`src/rtl/spram_dma_pkg.sv`:
```
// spram_dma_pkg: state encoding and mode constants shared by the spram_dma engine
package spram_dma_pkg;
    typedef enum logic [2:0] {IDLE, FILL, COPY_RD, COPY_WR, DONE} state_e;
    localparam logic MODE_FILL = 1'b0;
    localparam logic MODE_COPY = 1'b1;
endpackage

```
`src/rtl/spram_dma.sv`:
```
// spram_dma: FILL/COPY engine for a single-port sync RAM; SPRAM_DMA_CHECKSUM_EN adds a write checksum
module spram_dma
    import spram_dma_pkg::*;
#(
    parameter int address_width = 10,
    parameter int data_width = 8
) (
    input  logic                     clock,
    input  logic                     reset,
    input  logic                     start,
    input  logic                     mode,
    input  logic [address_width-1:0] src_addr,
    input  logic [address_width-1:0] dst_addr,
    input  logic [address_width:0]   length,
    input  logic [data_width-1:0]    fill_value,
    output logic                     busy,
    output logic                     done,
    output logic [address_width-1:0] ram_address,
    output logic                     ram_wren,
    output logic [data_width-1:0]    ram_data,
    input  logic [data_width-1:0]    ram_q
`ifdef SPRAM_DMA_CHECKSUM_EN
    ,
    output logic [data_width-1:0]    checksum
`endif
);
    localparam logic [address_width:0] full_len = {1'b1, {address_width{1'b0}}};
    state_e state_q, state_d;
    logic [address_width-1:0] src_q, src_d, dst_q, dst_d, ram_address_q, ram_address_d;
    logic [address_width:0] rem_q, rem_d, len_c;
    logic [data_width-1:0] ram_data_q, ram_data_d;
    logic ram_wren_q, ram_wren_d, busy_q, busy_d, done_q, done_d;
    assign len_c = length > full_len ? full_len : length;
    // rem holds the words still to go after the one in flight
    always_comb begin
        state_d = state_q;
        src_d = src_q;
        dst_d = dst_q;
        rem_d = rem_q;
        ram_address_d = ram_address_q;
        ram_data_d = ram_data_q;
        case (state_q)
            IDLE: if (start) begin
                state_d = length == '0 ? DONE : mode == MODE_COPY ? COPY_RD : FILL;
                rem_d = len_c - 1'b1;
                ram_data_d = fill_value;
                ram_address_d = mode == MODE_FILL ? dst_addr : src_addr;
                src_d = mode == MODE_COPY ? src_addr + 1'b1 : src_addr;
                dst_d = mode == MODE_FILL ? dst_addr + 1'b1 : dst_addr;
            end
            FILL: if (rem_q == '0) state_d = DONE;
                else begin
                    ram_address_d = dst_q;
                    dst_d = dst_q + 1'b1;
                    rem_d = rem_q - 1'b1;
                end
            COPY_RD: begin
                state_d = COPY_WR;
                ram_address_d = dst_q;
                dst_d = dst_q + 1'b1;
            end
            COPY_WR: if (rem_q == '0) state_d = DONE;
                else begin
                    state_d = COPY_RD;
                    ram_address_d = src_q;
                    src_d = src_q + 1'b1;
                    rem_d = rem_q - 1'b1;
                end
            default: state_d = IDLE;
        endcase
        ram_wren_d = state_d == FILL || state_d == COPY_WR;
        busy_d = state_d != IDLE;
        done_d = state_d == DONE;
    end
    always_ff @(posedge clock) begin
        if (reset) begin
            state_q <= IDLE;
            src_q <= '0;
            dst_q <= '0;
            rem_q <= '0;
            ram_address_q <= '0;
            ram_data_q <= '0;
            ram_wren_q <= 1'b0;
            busy_q <= 1'b0;
            done_q <= 1'b0;
        end else begin
            state_q <= state_d;
            src_q <= src_d;
            dst_q <= dst_d;
            rem_q <= rem_d;
            ram_address_q <= ram_address_d;
            ram_data_q <= ram_data_d;
            ram_wren_q <= ram_wren_d;
            busy_q <= busy_d;
            done_q <= done_d;
        end
    end
    assign busy = busy_q;
    assign done = done_q;
    assign ram_address = ram_address_q;
    assign ram_wren = ram_wren_q;
    // q is the RAM's own output register, so copy writes forward it straight through
    assign ram_data = state_q == COPY_WR ? ram_q : ram_data_q;
`ifdef SPRAM_DMA_CHECKSUM_EN
    logic [data_width-1:0] checksum_q, checksum_d;
    assign checksum_d = state_q == IDLE && start ? '0
                      : state_q == FILL || state_q == COPY_WR ? checksum_q + ram_data
                      : checksum_q;
    always_ff @(posedge clock) begin
        if (reset) checksum_q <= '0;
        else checksum_q <= checksum_d;
    end
    assign checksum = checksum_q;
`endif
endmodule
```
`config.mk`:
```
export PLATFORM = sky130hd
export DESIGN_NAME = spram_dma
export DESIGN_NICKNAME = d
export VERILOG_FILES = /design/src/rtl/spram_dma_pkg.sv /design/src/rtl/spram_dma.sv
export SDC_FILE = /design/constraint.sdc
export NUM_CORES = 1
export LEC_CHECK = 0
export CAP_MARGIN = 30
export CORE_UTILIZATION = 55
export CTS_CLUSTER_DIAMETER = 200
export DETAILED_ROUTE_END_ITERATION = 6
export GPL_TIMING_DRIVEN = 1
export PLACE_DENSITY = 0.84
export REMOVE_ABC_BUFFERS = 1
export SLEW_MARGIN = 20
export SYNTH_ARGS = -nofsm -noshare
export SYNTH_HDL_FRONTEND = slang
export SYNTH_SLANG_ARGS = --single-unit
```
`constraint.sdc`:
```
create_clock -name clock -period 7.5 [get_ports clock]
set_input_delay 1.5 -clock clock [delete_from_list [all_inputs] [get_ports clock]]
set_output_delay 1.5 -clock clock [all_outputs]
set_load 0.1 [all_outputs]
```
==> reports/qor.yml <==
initial_core_util: 0.573
clkTransAtPathRegs_ns: 0.10
synthArstFlopShare: 0
drive_gt1_frac: 0.0349
max-cap-violations: 0
finalWeightedCongestion: 0.926
crit_type: "flip-flop to primary output"
drv_slew: 0
io_pins: 72
worst_path_dominant_cell_family: "simple AND/OR/NAND/NOR gates"
post_cts_buffers: 0
critPathMaxStageDelay_ns: 1.13
crit_required_ns: 6.00
via_per_inst: 6.30
ant_nets: 0
min_path_type: "flip-flop to flip-flop"
antenna_found_initial: 0
cts.path.max_buffers: 2
setup_violations: 0
dp_hpwl_mm: 7.24
clock_skew_ns: 0.00632
htreeDepth: 2
ys_seq_area_frac: 0.303
drt_wl_total_mm: 10.1
die_h_microns: 83.3
num_rows: 29
grt_max_degree: 59
tightest_slew_ns: 0.986
die_area_sq_um: 6940
num_vias: 3919
crit_chain: "nor2b_1 -> and2_1 -> nand2_1 -> nand2_1 -> clkdlybuf4s50_1"
path_max_fanout: 24
synth_cells: 497
p_total_uw: 1110
grt_pass1_vias: 3558
port_buffers: 71
yosys_register_bits: 55
area_delta_synth_final_pct: 21.9
syn_area_sq_um: 3640
cts-root-buf: "clkbuf_8"
postCtsHoldBufs: 0
drc_errors: 0
yosys-top-cells-count: "70 x nand2_1, 55 x dfxtp_1, 50 x nor2_1, 48 x a21oi_1, 33 x o21ai_0"
slew_headroom: 0.341
fin_crit_ns: 5.24
synth_area_leaders: "dfxtp_1 30%, nand2_1 7.2%, a21oi_1 6.6%, nor2_1 5.2%, o21ai_0 4.5%"
die_x_microns: 83.3
yosysTopAreaCell: "dfxtp_1"
cp.arrival_ns: 3.74
cellLeakagePower_uw: 0.00169
grt_pass1_wl_mm: 16.8
synth_ff_type: "dfxtp_1"
core-area_sq_um: 6350
drt_iter0_drc: 317
global_route.usage.total: 0.294
insertion_delay_ns: 0.31
cts.sinks: 55
cts_tree: "yes"
tns_ns: 0
timing.critical_path.buf_inv: 1
powerDensity_nw_per_um2: 251
yosysWarnings: 0
synth_top_area_frac: 0.303
crit_path_end_kind: "primary output"
synth-edff-count: 0
crit_top_cell: "nand2_1"
grt-ovfl-total: 0
cp-start-kind: "flip-flop"
yosysMostFrequentCell: "nand2_1"
insertedDiodeCount: 0
cpMaxStageDelayCell: "clkdlybuf4s50_1"
detail_route.wl_per_cell_microns: 16.2
dr.pass1.iters: 6
cts_resized: 0
final_area_sq_um: 4430
final_nets: 600
postSynthAreaPerCell_sq_um: 7.32
rsz0062_at_grt: "no"
ys_types: 56
outcome: "completed"
vdd_drop_max_mv: 0.195
place_area_sq_um: 4310
finalHoldViolCount: 0
fin_crit_sh: 0.699
clock.fmax_mhz: 191
cts-buffers-inserted: 5
==> flip-flops by register name, summed over array words and instances, names as in the netlist <==
signal and count:
done 1, dst_q 10, busy 1, ram_address 10
rem_q 11, ram_wren 1, state_q 3, ram_data_q 8
src_q 10
==> report_power, final <==
group / internal (uW) / leakage, uW / switching [uW]
sequential: 343 / 0.000453 / 52.9
clock: 67.8 / 0.0000489 / 101
combinational: 183 / 0.00119 / 365
==> cell type report <==
cell class	count	area [sq um]
multi-input combinational	403	2360
clock inverter	3	22.5
clock buffer	5	68.8
sequential	55	1100
inverter	3	11.3
timing repair buffer	76	771
fill	556	1920
tap	77	96.3
==> worst reg2reg max path: stages, from the launching register on <==
cell and delay (ns):
dfxtp_1 0.71, nand2b_4 0.24, and3_1 0.24, a21oi_1 0.16, ha_1 0.27, o21ai_0 0.22, or3_4 0.45, nor3_1 0.25
mux2_1 0.35, nor2_1 0.08
==> through the flow <==
step	hold WS (ns)	instances	worst slack, ns	util
2_1_floorplan	0.431	461	3.62	-
3_3_place_gp	0.446	610	2.74	0.675
3_5_place_dp	0.451	612	2.64	0.678
4_1_cts	0.466	620	2.27	0.693
5_1_grt	0.489	622	1.98	0.698
6_report	0.463	622	2.26	0.698
==> routing by layer <==
layer	track usage	wire length, microns	vias to the layer above
met5	0	0	-
met4	0.103	229	0
met3	0.0388	577	21
met2	0.496	4880	150
met1	0.385	4390	1844
li1	-	-	1904
==> cell families (layout without fill, tap and decap cells) <==
family,Yosys count,after routing,share of synthesized area
simple gates,209,209,0.277
compound gates,151,151,0.257
flops,55,55,0.303
buf+inv,39,87,0.0475
xor+xnor,20,20,0.0482
mux,18,18,0.0513
fa+ha+maj,5,5,0.0172
==> placed cells by master (no fill, tap or decap), types with 10 or more instances in the layout <==
cell type,n
and3_1,15
mux2i_1,16
nand3_1,18
o22ai_1,13
nor3_1,16
clkdlybuf4s50_1,70
o21ai_0,33
xnor2_1,11
nand2_1,70
a221oi_1,10
dfxtp_1,55
a21oi_1,48
a22oi_1,10
nor2_1,50
==> worst paths after layout <==
kind                 start             to  slack (ns)  depth (start not counted)
min          ram_data_q[1]  ram_data_q[1]        0.46                          2
max reg2reg     state_q[0]      rem_q[10]        4.49                          9
max             state_q[0]    ram_data[3]        2.26                          5
min reg2reg  ram_data_q[1]  ram_data_q[1]        0.46                          2
Power figures use the tool's default switching activity.
